## src/rtl/toy_mem_pkg.sv

```systemverilog
// Shared types and defaults for the RISC_TOY memory arbiter.
package toy_mem_pkg;

    localparam int unsigned AW_DEF          = 30;
    localparam int unsigned DW_DEF          = 32;
    localparam int unsigned MAX_DSTREAK_DEF = 4;

    typedef enum logic [2:0] {
        ST_IDLE  = 3'd0,
        ST_IBUSY = 3'd1,
        ST_DBUSY = 3'd2,
        ST_IRESP = 3'd3,
        ST_DRESP = 3'd4
    } state_e;

endpackage

```

## src/rtl/toy_mem_arbiter_if.sv

```systemverilog
// Core fetch/data ports and memory port of the arbiter, grouped as one bundle.
// slave: arbiter view; master: core + memory environment view.
interface toy_mem_arbiter_if #(
    parameter int unsigned AW = 30,
    parameter int unsigned DW = 32
);
    logic          IREQ;
    logic [AW-1:0] IADDR;
    logic          IVALID;
    logic [DW-1:0] INSTR;
    logic          DREQ;
    logic          DRW;
    logic [AW-1:0] DADDR;
    logic [DW-1:0] DWDATA;
    logic          DVALID;
    logic [DW-1:0] DRDATA;
    logic          MREQ;
    logic          MRW;
    logic [AW-1:0] MADDR;
    logic [DW-1:0] MWDATA;
    logic [DW-1:0] MRDATA;
    logic          MRDY;

    modport slave (
        input  IREQ, IADDR, DREQ, DRW, DADDR, DWDATA, MRDATA, MRDY,
        output IVALID, INSTR, DVALID, DRDATA, MREQ, MRW, MADDR, MWDATA
    );

    modport master (
        output IREQ, IADDR, DREQ, DRW, DADDR, DWDATA, MRDATA, MRDY,
        input  IVALID, INSTR, DVALID, DRDATA, MREQ, MRW, MADDR, MWDATA
    );
endinterface

```

## src/rtl/toy_fetch_buf.sv

```systemverilog
// One-entry fetch buffer {valid, addr, instr}; only instantiated when FETCH_BUF_EN is defined.
module toy_fetch_buf #(
    parameter int unsigned AW = 30,
    parameter int unsigned DW = 32
) (
    input  logic          CLK,
    input  logic          RST,
    input  logic [AW-1:0] lookup_addr_i,
    output logic          hit_o,
    output logic [DW-1:0] instr_o,
    input  logic          fill_i,
    input  logic [AW-1:0] fill_addr_i,
    input  logic [DW-1:0] fill_instr_i,
    input  logic          inval_i,
    input  logic [AW-1:0] inval_addr_i
);
    logic          valid_q;
    logic [AW-1:0] addr_q;
    logic [DW-1:0] instr_q;

    // Hit when the stored entry is valid and matches the fetch address.
    always_comb begin
        hit_o   = valid_q && (addr_q == lookup_addr_i);
        instr_o = instr_q;
    end

    // Fill on completed fetch; drop the entry on a write to the same address.
    always_ff @(posedge CLK or posedge RST) begin
        if (RST) begin
            valid_q <= 1'b0;
            addr_q  <= '0;
            instr_q <= '0;
        end else if (fill_i) begin
            valid_q <= 1'b1;
            addr_q  <= fill_addr_i;
            instr_q <= fill_instr_i;
        end else if (inval_i && (inval_addr_i == addr_q)) begin
            valid_q <= 1'b0;
        end
    end
endmodule

```

## src/rtl/toy_mem_arbiter.sv

```systemverilog
// Arbiter sharing one single-ported memory between the fetch and data ports.
// Data has priority; a streak counter forces a fetch after MAX_DSTREAK data grants.
// Optional feature: define FETCH_BUF_EN to add a one-entry fetch buffer.
module toy_mem_arbiter
    import toy_mem_pkg::*;
#(
    parameter int unsigned AW          = AW_DEF,
    parameter int unsigned DW          = DW_DEF,
    parameter int unsigned MAX_DSTREAK = MAX_DSTREAK_DEF
) (
    input  logic            CLK,
    input  logic            RST,
    toy_mem_arbiter_if.slave bus
);
    localparam int unsigned SW = $clog2(MAX_DSTREAK + 1);
    localparam logic [SW-1:0] STREAK_MAX = SW'(MAX_DSTREAK);

    state_e        state_q, state_d;
    logic          mreq_q, mreq_d;
    logic          mrw_q, mrw_d;
    logic [AW-1:0] maddr_q, maddr_d;
    logic [DW-1:0] mwdata_q, mwdata_d;
    logic [DW-1:0] instr_q, instr_d;
    logic [DW-1:0] drdata_q, drdata_d;
    logic [SW-1:0] streak_q, streak_d;

    logic          grant_i;
    logic          grant_d;
    logic          fb_hit;
    logic [DW-1:0] fb_instr;

`ifdef FETCH_BUF_EN
    logic fb_fill;
    logic fb_inval;

    // Fill on any completed fetch; invalidate on a completing write.
    always_comb begin
        fb_fill  = (state_q == ST_IBUSY) && bus.MRDY;
        fb_inval = (state_q == ST_DBUSY) && bus.MRDY && mrw_q;
    end

    toy_fetch_buf #(
        .AW (AW),
        .DW (DW)
    ) u_fetch_buf (
        .CLK           (CLK),
        .RST           (RST),
        .lookup_addr_i (bus.IADDR),
        .hit_o         (fb_hit),
        .instr_o       (fb_instr),
        .fill_i        (fb_fill),
        .fill_addr_i   (maddr_q),
        .fill_instr_i  (bus.MRDATA),
        .inval_i       (fb_inval),
        .inval_addr_i  (maddr_q)
    );
`else
    assign fb_hit   = 1'b0;
    assign fb_instr = '0;
`endif

    // Next-state, memory command and streak update.
    always_comb begin
        state_d  = state_q;
        mreq_d   = mreq_q;
        mrw_d    = mrw_q;
        maddr_d  = maddr_q;
        mwdata_d = mwdata_q;
        instr_d  = instr_q;
        drdata_d = drdata_q;
        streak_d = streak_q;
        grant_i  = 1'b0;
        grant_d  = 1'b0;

        case (state_q)
            ST_IDLE: begin
                grant_i = bus.IREQ && (!bus.DREQ || (streak_q == STREAK_MAX));
                grant_d = bus.DREQ && !grant_i;
                if (grant_d) begin
                    state_d  = ST_DBUSY;
                    mreq_d   = 1'b1;
                    mrw_d    = bus.DRW;
                    maddr_d  = bus.DADDR;
                    mwdata_d = bus.DWDATA;
                    if (!bus.IREQ) begin
                        streak_d = '0;
                    end else if (streak_q != STREAK_MAX) begin
                        streak_d = streak_q + 1'b1;
                    end
                end else if (grant_i) begin
                    streak_d = '0;
                    if (fb_hit) begin
                        state_d = ST_IRESP;
                        instr_d = fb_instr;
                    end else begin
                        state_d = ST_IBUSY;
                        mreq_d  = 1'b1;
                        mrw_d   = 1'b0;
                        maddr_d = bus.IADDR;
                    end
                end
            end
            ST_IBUSY: begin
                if (bus.MRDY) begin
                    mreq_d  = 1'b0;
                    instr_d = bus.MRDATA;
                    state_d = ST_IRESP;
                end
            end
            ST_DBUSY: begin
                if (bus.MRDY) begin
                    mreq_d = 1'b0;
                    if (!mrw_q) begin
                        drdata_d = bus.MRDATA;
                    end
                    state_d = ST_DRESP;
                end
            end
            ST_IRESP, ST_DRESP: begin
                state_d = ST_IDLE;
            end
            default: begin
                state_d = ST_IDLE;
                mreq_d  = 1'b0;
            end
        endcase
    end

    // State and output registers; reset abandons any access in flight.
    always_ff @(posedge CLK or posedge RST) begin
        if (RST) begin
            state_q  <= ST_IDLE;
            mreq_q   <= 1'b0;
            mrw_q    <= 1'b0;
            maddr_q  <= '0;
            mwdata_q <= '0;
            instr_q  <= '0;
            drdata_q <= '0;
            streak_q <= '0;
        end else begin
            state_q  <= state_d;
            mreq_q   <= mreq_d;
            mrw_q    <= mrw_d;
            maddr_q  <= maddr_d;
            mwdata_q <= mwdata_d;
            instr_q  <= instr_d;
            drdata_q <= drdata_d;
            streak_q <= streak_d;
        end
    end

    // Outputs: VALID pulses decode directly from the response states.
    always_comb begin
        bus.MREQ   = mreq_q;
        bus.MRW    = mrw_q;
        bus.MADDR  = maddr_q;
        bus.MWDATA = mwdata_q;
        bus.INSTR  = instr_q;
        bus.DRDATA = drdata_q;
        bus.IVALID = (state_q == ST_IRESP);
        bus.DVALID = (state_q == ST_DRESP);
    end
endmodule
```

## src/flat_wrapper.sv

```systemverilog
// flat-port wrapper written by rule: the top's interface ports become plain ports
module toy_mem_arbiter_flat import toy_mem_pkg::*;
#(
    parameter int unsigned AW          = AW_DEF,
    parameter int unsigned DW          = DW_DEF,
    parameter int unsigned MAX_DSTREAK = MAX_DSTREAK_DEF
)
  (CLK, RST, bus_IREQ, bus_IADDR, bus_DREQ, bus_DRW, bus_DADDR, bus_DWDATA, bus_MRDATA, bus_MRDY, bus_IVALID, bus_INSTR, bus_DVALID, bus_DRDATA, bus_MREQ, bus_MRW, bus_MADDR, bus_MWDATA);
  toy_mem_arbiter_if #(.AW(AW), .DW(DW)) bus_i ();
  input  logic CLK;
  input  logic RST;
  input wire logic [$bits(bus_i.IREQ)-1:0] bus_IREQ;
  input wire logic [$bits(bus_i.IADDR)-1:0] bus_IADDR;
  input wire logic [$bits(bus_i.DREQ)-1:0] bus_DREQ;
  input wire logic [$bits(bus_i.DRW)-1:0] bus_DRW;
  input wire logic [$bits(bus_i.DADDR)-1:0] bus_DADDR;
  input wire logic [$bits(bus_i.DWDATA)-1:0] bus_DWDATA;
  input wire logic [$bits(bus_i.MRDATA)-1:0] bus_MRDATA;
  input wire logic [$bits(bus_i.MRDY)-1:0] bus_MRDY;
  output wire logic [$bits(bus_i.IVALID)-1:0] bus_IVALID;
  output wire logic [$bits(bus_i.INSTR)-1:0] bus_INSTR;
  output wire logic [$bits(bus_i.DVALID)-1:0] bus_DVALID;
  output wire logic [$bits(bus_i.DRDATA)-1:0] bus_DRDATA;
  output wire logic [$bits(bus_i.MREQ)-1:0] bus_MREQ;
  output wire logic [$bits(bus_i.MRW)-1:0] bus_MRW;
  output wire logic [$bits(bus_i.MADDR)-1:0] bus_MADDR;
  output wire logic [$bits(bus_i.MWDATA)-1:0] bus_MWDATA;
  assign bus_i.IREQ = bus_IREQ;
  assign bus_i.IADDR = bus_IADDR;
  assign bus_i.DREQ = bus_DREQ;
  assign bus_i.DRW = bus_DRW;
  assign bus_i.DADDR = bus_DADDR;
  assign bus_i.DWDATA = bus_DWDATA;
  assign bus_i.MRDATA = bus_MRDATA;
  assign bus_i.MRDY = bus_MRDY;
  assign bus_IVALID = bus_i.IVALID;
  assign bus_INSTR = bus_i.INSTR;
  assign bus_DVALID = bus_i.DVALID;
  assign bus_DRDATA = bus_i.DRDATA;
  assign bus_MREQ = bus_i.MREQ;
  assign bus_MRW = bus_i.MRW;
  assign bus_MADDR = bus_i.MADDR;
  assign bus_MWDATA = bus_i.MWDATA;
  toy_mem_arbiter #(.AW(AW), .DW(DW), .MAX_DSTREAK(MAX_DSTREAK)) u_core (.CLK(CLK), .RST(RST), .bus(bus_i));
endmodule
```

## config.mk

```make
export PLATFORM = sky130hd
export DESIGN_NAME = toy_mem_arbiter_flat
export DESIGN_NICKNAME = d
export VERILOG_FILES = /design/src/rtl/toy_mem_pkg.sv /design/src/rtl/toy_mem_arbiter_if.sv /design/src/rtl/toy_fetch_buf.sv /design/src/rtl/toy_mem_arbiter.sv /design/src/flat_wrapper.sv
export SDC_FILE = /design/constraint.sdc
export NUM_CORES = 1
export LEC_CHECK = 0
export BUFFER_PORTS_ARGS = -buffer_cell sky130_fd_sc_hd__buf_4
export CAP_MARGIN = 20
export CORE_MARGIN = 1
export CORE_UTILIZATION = 42
export DETAILED_ROUTE_END_ITERATION = 10
export GPL_ROUTABILITY_DRIVEN = 0
export PLACE_DENSITY = 0.76
export RECOVER_POWER = 50
export SYNTH_ARGS = -nofsm -noshare
export SYNTH_HDL_FRONTEND = slang
export SYNTH_SLANG_ARGS = --single-unit
```

## constraint.sdc

```tcl
create_clock -name CLK -period 4.1 [get_ports CLK]
set_input_delay 0.41 -clock CLK [delete_from_list [all_inputs] [get_ports CLK]]
set_output_delay 0.41 -clock CLK [all_outputs]
set_load 0.01 [all_outputs]
```

# --- Word level (Yosys, flattened, before mapping) ---
# Index checks and enable logic that the tools add are counted.
totals:
  word_cells: 55
  reg_bits: 134
op_classes:
  muxes: 17
  addsub: 1
  bitwise_logic: 2
  n_reduce_logical: 16
  n_eq_ne: 11
ops:
  columns: ["op", "n"]
  rows:
  - ["$mux W30", 2]
  - ["$mux W3", 8]
  - ["$reduce_and A3 Y1", 4]
  - ["$pmux W3 S3", 1]
  - ["$eq A3 B2 Y1 const B", 2]
  - ["$eq A3 B3 Y1 const B", 2]
  - ["$ne A3 B3 Y1 const B", 2]
  - ["$reduce_and A2 Y1", 3]
  - ["$mux W1", 5]
  - ["$ne A2 B2 Y1 const B", 2]
  - ["$reduce_or A2 Y1", 2]
  - ["$add A3 B1 Y3 const B", 1]
  - ["$eq A3 B1 Y1 const B", 1]
  - ["$logic_not A3 Y1", 1]
  - ["$ne A3 B1 Y1 const B", 1]
  - ["$pmux W1 S3", 1]
  - ["$logic_and A1 B1 Y1", 2]
  - ["$logic_not A1 Y1", 2]
  - ["$ne A2 B1 Y1 const B", 1]
  - ["$not A1 Y1", 2]
  - ["$reduce_bool A2 Y1", 1]
  - ["$logic_or A1 B1 Y1", 1]

# --- Logic depth before layout (Yosys ltp) ---
# Gate-level depths: netlist of run 1.
depth:
  word_depth: 7
  depth_mapped: 7
  ltp_nobuf: 5

# --- Worst setup path after synthesis of run 1 ---
# No wires, ideal clock.
synth_timing:
  path_type: "reg-to-reg"
  start: "register u_core.streak_q[0]"
  end: "register u_core.mwdata_q[0], in the netlist u_core.bus.MWDATA[0]"
  path_stages_with_launch: 8
  period_less_slack_ps: 1649
  setup_ps: 127
  arrival_ps: 1521
  required_ps: 3973
  setup_slack_ps: 2451
  path_buffers: 2
  cell_sequence: "dfrtp_1 -> inv_1 -> ha_1 -> nand3_1 -> and3_1 -> buf_4 -> buf_6 -> mux2_1"
synth_via:
  elab_chain_len: 6
synth_lines:
  columns: ["element", "line", "text"]
  rows:
  - ["start: declaration", "toy_mem_arbiter.sv:25", "logic [SW-1:0] streak_q, streak_d;"]
  - ["start signal: assignment", "toy_mem_arbiter.sv:148", "streak_q <= streak_d;"]
  - ["$eq A3 B3 Y1", "toy_mem_arbiter.sv:77", "grant_i = bus.IREQ && (!bus.DREQ || (streak_q == STREAK_MAX));"]
  - ["$logic_or A1 B1 Y1", "toy_mem_arbiter.sv:77", null]
  - ["$logic_and A1 B1 Y1", "toy_mem_arbiter.sv:77", null]
  - ["$logic_not A1 Y1", "toy_mem_arbiter.sv:78", "grant_d = bus.DREQ && !grant_i;"]
  - ["$logic_and A1 B1 Y1", "toy_mem_arbiter.sv:78", null]
  - ["$reduce_and A2 Y1 (no line)", null, null]
  - ["end signal: assignment", "toy_mem_arbiter.sv:145", "mwdata_q <= mwdata_d;"]
  - ["end: declaration", "toy_mem_arbiter.sv:22", "logic [DW-1:0] mwdata_q, mwdata_d;"]
# Every way passes these cells.
# A chain may end at the register's enable or synchronous reset.

# --- Worst setup path in the final report of run 1 ---
layout_timing:
  start: "register u_core.state_q[1]"
  end: "register u_core.mwdata_q[14], in the netlist u_core.bus.MWDATA[14]"
layout_via:
  elab_chain_len: 2
layout_lines:
  columns: ["element", "line", "text"]
  rows:
  - ["start: declaration", "toy_mem_arbiter.sv:18", "state_e state_q, state_d;"]
  - ["start signal: assignment", "toy_mem_arbiter.sv:141", "state_q <= state_d;"]
  - ["$logic_not A3 Y1", "toy_mem_arbiter.sv:75", "case (state_q)"]
  - ["$reduce_and A2 Y1 (no line)", null, null]
# Every way passes these cells.

==> results of run 1 <==
==> power breakdown <==
group          internal, mW  switching [mW]  total [mW]  leakage (nW)
registers              2.00           0.414        2.42          1.58
logic                  1.32            1.23        2.55          1.79
clock network          1.13           0.574        1.70         0.322
total                  4.45            2.21        6.67          3.69
==> logic make-up (layout without fill, tap and decap cells) <==
family / after synthesis / in the layout / share of synthesized area
flops: 134 / 134 / 0.593
compound gates: 103 / 103 / 0.102
mux: 96 / 96 / 0.206
simple gates: 47 / 47 / 0.0500
buf+inv: 43 / 304 / 0.0442
fa+ha+maj: 2 / 2 / 0.00442
==> stage by stage <==
stage	cells	utilization	cell area, µm²
2_1_floorplan	425	-	5660
3_3_place_gp	829	0.580	7650
3_5_place_dp	829	0.580	7650
4_1_cts	861	0.631	8320
5_1_grt	862	0.613	8090
6_report	862	0.613	8090
==> final cells by class <==
class	instances	area (µm²)
well taps	176	220
repair buffers	266	1780
fillers	1062	5100
multi-input cells	248	2050
flip-flops and latches	134	3350
clock buffers	20	467
clock inverters	12	198
inverters	6	23.8
==> synth_stat cells (4+ instances only) <==
master and count:
a21oi_1 33, clkbuf_1 20, dfrtp_1 134, inv_1 5, a31oi_1 31, mux2_2 43
buf_2 5, nand2_1 4, mux2_4 23, o21ai_0 32, nand3_1 31, buf_6 10
mux2_1 30
==> sequential cells by signal, indices dropped and copies added (netlist names) <==
signal,cells
u_core.bus.DRDATA,32
u_core.bus.INSTR,32
u_core.bus.MADDR,30
u_core.bus.MREQ,1
u_core.bus.MRW,1
u_core.bus.MWDATA,32
u_core.state_q,3
u_core.streak_q,3
==> layer usage <==
layer  up-vias  GRT usage
met3        28     0.0630
met4         0     0.0921
li1       2048          -
met1      2237      0.270
met5         -          0
met2       213      0.366
==> worst max-delay path: stages (launching register included) <==
cell and delay, ns:
dfrtp_1 0.49, nor3_4 0.20, buf_4 0.36, and3_2 0.82, mux2_2 0.42
==> path summary, 6_finish.rpt <==
path,cells past startpoint,start,to
worst max register to register,4,u_core.state_q[1],u_core.bus.MWDATA[14]
worst max-delay path,4,u_core.state_q[1],u_core.bus.MWDATA[14]
min in group CLK,2,bus_DWDATA[19],u_core.bus.MWDATA[19]
worst min register to register,1,u_core.bus.MWDATA[20],u_core.bus.MWDATA[20]
max in group asynchronous,3,RST,u_core.bus.INSTR[31]
worst min-delay path,3,RST,u_core.bus.MWDATA[9]
==> placed cells by master, fill, tap and decap left out, types with 2 or more instances in the layout <==
| master | n |
|---|---|
| a31oi_1 | 31 |
| ha_1 | 2 |
| mux2_2 | 43 |
| and2_1 | 2 |
| a22o_1 | 2 |
| clkbuf_1 | 64 |
| a21oi_1 | 33 |
| clkinv_2 | 3 |
| bufinv_16 | 5 |
| clkinvlp_4 | 2 |
| dfrtp_1 | 134 |
| nor2_1 | 2 |
| clkbuf_16 | 17 |
| o21ai_0 | 32 |
| inv_1 | 4 |
| mux2_4 | 23 |
| clkbuf_8 | 3 |
| mux2_1 | 30 |
| nand2_1 | 4 |
| buf_4 | 199 |
| a211oi_1 | 2 |
| nand3_1 | 31 |
==> metrics.txt, run 1 <==
outcome finished, final reports clean; RSZ-0062 raised after global routing false; worst skew pair latency 0.41 ns; All-Layer GR Usage 0.221; post_cts resized 0; H-tree levels 4; initial antenna violation count 0; ANT nets after route 0; synthesized cell area 5660 µm²; Die Ht 118 µm; DRT met1 WL 6030 µm; Total Power 6.67 mW; Rel. slew slack 0.386; setup bufs post-CTS 0; chip width 118 µm; Max Cap Viol 0; Nets 805; DRC viols 0; total clock sinks 134; Vias 4526; fin crit share 0.594; ant diodes 0; Root Driver clkbuf_16; First-pass DRT Iterations 5; CTS tree done; Min Hold Slack 0.155 ns; Worst Skew 0.00584 ns; largest net degree at the start of global routing 135; Synth cell types 30; cts hold-fix bufs 0; Final Hold Fails 0; critical path startpoint category register; Synth top area share 0.593; Total Neg Setup Slack 0 ns; Clock transition at path regs 0.06 ns; total wire length 14800 µm; Crit. End Element register; Mapped Nets 557; worst vdd ir 0.312 mV; critical path peak fanout 35; port bufs 259; Pwr Density 824 nW/µm²; mean post-synth cell area 13.3 µm²; Synth async-reset ratio 1.00; Setup WS post-layout 1.66 ns; Worst Tran Pin Value 0.921 ns; die footprint 13900 µm²; Min Clock Period, post-route 2.44 ns; Ports 260; Post-synth EDFFs 0; Rows 42; clk buf depth 2; first-pass GRT wire length 24100 µm; layout cells sized above 1 0.446; synth top area cells dfrtp_1, mux2_2, mux2_4; drt wl/cell 17.2 µm; kind of critical path reg2reg; Cells after Synth 425; area leader, netlist dfrtp_1; core area 13200 µm²; DR top layer met4; DR WL met3 950 µm; vias in the first global route 4672; initial DRC count 376; Final Slew Violations 0; WP data arrival 2.73 ns; layout overhead on the synthesized area 43.1%; synth warn 0; CTS Buf Count 17; Seq/Total Area, Yosys 0.593; met2 wire len 7510 µm; Initial Utilization 0.429; critical path required time 4.39 ns; Hold WC Path Type in2async; final setup fails 0; r2r setup slk 1.66 ns; Leak 3.69 nW; GRT overflow 0; Via density 5.25; max frequency 410 MHz; DP HPWL 10300 µm; FF+latch count, synth 134; Place WS 1.70 ns; ys flop type dfrtp_1
Note: power is estimated with default switching activity, not from simulation.
==> run 2, diff against run 1 <==
==> constraint.sdc (replaced) <==
create_clock -name CLK -period 2 [get_ports CLK]
set_input_delay 0.2 -clock CLK [delete_from_list [all_inputs] [get_ports CLK]]
set_output_delay 0.2 -clock CLK [all_outputs]
set_load 0.01 [all_outputs]
==> metrics.txt, run 2 (same netlist as run 1, synthesis figures left out) <==
core area 13200 µm²; Crit. End Element register; worst skew pair latency 0.42 ns; Max Cap Viol 0; Buf/Inv on CP 1; Total Power 13.5 mW; kind of critical path reg2reg; Rel. slew slack 0.187; clk buf depth 2; CP cell instances and4bb_1, nor2b_4, buf_12, mux2_2; CTS Buf Count 17; ant diodes 0; Initial Utilization 0.429; Crit path max-delay family simple AND/OR/NAND/NOR gates; CP peak stage delay 0.49 ns; vias in the first global route 4513; CP Depth 4; Worst Tran Pin Value 1.22 ns; DP HPWL 11300 µm; fin crit share 0.880; total clock sinks 134; drt wl/cell 17.7 µm; Total Neg Setup Slack 0 ns; Hold WC Path Type in2reg; setup bufs post-CTS 0; outcome finished, final reports clean; Nets 837; RSZ-0062 raised after global routing false; Vias 4527; GRT overflow 0; layout cells sized above 1 0.438; worst vdd ir 0.711 mV; critical path required time 2.30 ns; All-Layer GR Usage 0.232; final setup fails 0; Worst Skew 0.00857 ns; layout overhead on the synthesized area 47.1%; max frequency 568 MHz; worst hold stages 2; die footprint 13900 µm²; WP data arrival 2.06 ns; post_cts resized 0; chip width 118 µm; Clock transition at path regs 0.06 ns; port bufs 259; Leak 3.79 nW; Rows 42; critical path startpoint category register; initial DRC count 331; critical path peak fanout 32; First-pass DRT Iterations 4; CTS tree done; DRC viols 0; commonest non-fill, non-tap cell in the layout buf_4; Final Hold Fails 0; Root Driver clkbuf_16; Final Slew Violations 0; commonest cells after routing, fill and taps aside buf_4, dfrtp_1, clkbuf_1; reg2reg path depth 4; largest net degree at the start of global routing 102; Via density 5.07; Ports 260; Min Clock Period, post-route 1.76 ns; Die Ht 118 µm; Worst path slowest cell dfrtp_1; Pwr Density 1620 nW/µm²; ANT nets after route 0; total wire length 15900 µm; H-tree levels 4; first-pass GRT wire length 24800 µm; initial antenna violation count 0
[run 2: cell types whose count changed in the layout (fill, tap and decap cells not counted), sizes merged]
cell	change
dlygate4sd3	+22
clkinvlp	+2
bufinv	-2
buf	+9
[run 2: path summary, 6_finish.rpt]
check / startpoint / end / slack, ns
setup / recovery: u_core.state_q[2] / u_core.bus.DRDATA[19] / 0.24
hold / removal: bus_DWDATA[6] / u_core.bus.MWDATA[6] / 0.02
setup reg to reg: u_core.state_q[2] / u_core.bus.DRDATA[19] / 0.24
hold reg to reg: u_core.bus.MWDATA[17] / u_core.bus.MWDATA[17] / 0.48
max in group asynchronous: RST / u_core.bus.DRDATA[0] / 0.42
min in group asynchronous: RST / u_core.state_q[2] / 0.66
[run 2: per-stage QoR]
stage	setup slack, ns	instance area, µm²	hold WS (ns)	cells	util
final	0.241	8320	0.0173	893	0.631
after global routing	0.150	8320	0.00000883	893	0.631
after CTS	0.229	8580	0.000291	893	0.650
after detailed placement	0.237	7760	0.391	840	0.589
after global placement	0.283	7760	0.386	840	0.589
after floorplan	0.135	5660	0.333	425	-
[run 2: final cells by class]
type / instances / area [µm²]
clock buffer: 19 / 443
clock inverter: 12 / 153
fill: 1040 / 4870
inverter: 6 / 23.8
multi-input combinational: 248 / 2050
sequential: 134 / 3350
tap: 176 / 220
timing repair buffer: 298 / 2070
[run 2: metal layers]
layer | share of wire | track usage | wire (µm)
met5 | 0 | 0 | 0
met4 | 0.019 | 0.0809 | 309
met3 | 0.074 | 0.0770 | 1170
met2 | 0.51 | 0.389 | 8010
met1 | 0.40 | 0.280 | 6360
[run 2: timing repair]
action | 4_1_cts | 5_1_grt
endpoints found under the setup margin | 0 | 0
endpoints found under the hold margin | 155 | 0
hold buffers | 22 | 0
[run 2: power by group]
group          internal, mW  leakage, nW  total [mW]  switching [mW]
sequential             4.10         1.58        4.97           0.862
clock                  1.98        0.281        3.12            1.13
combinational          2.80         1.93        5.42            2.61
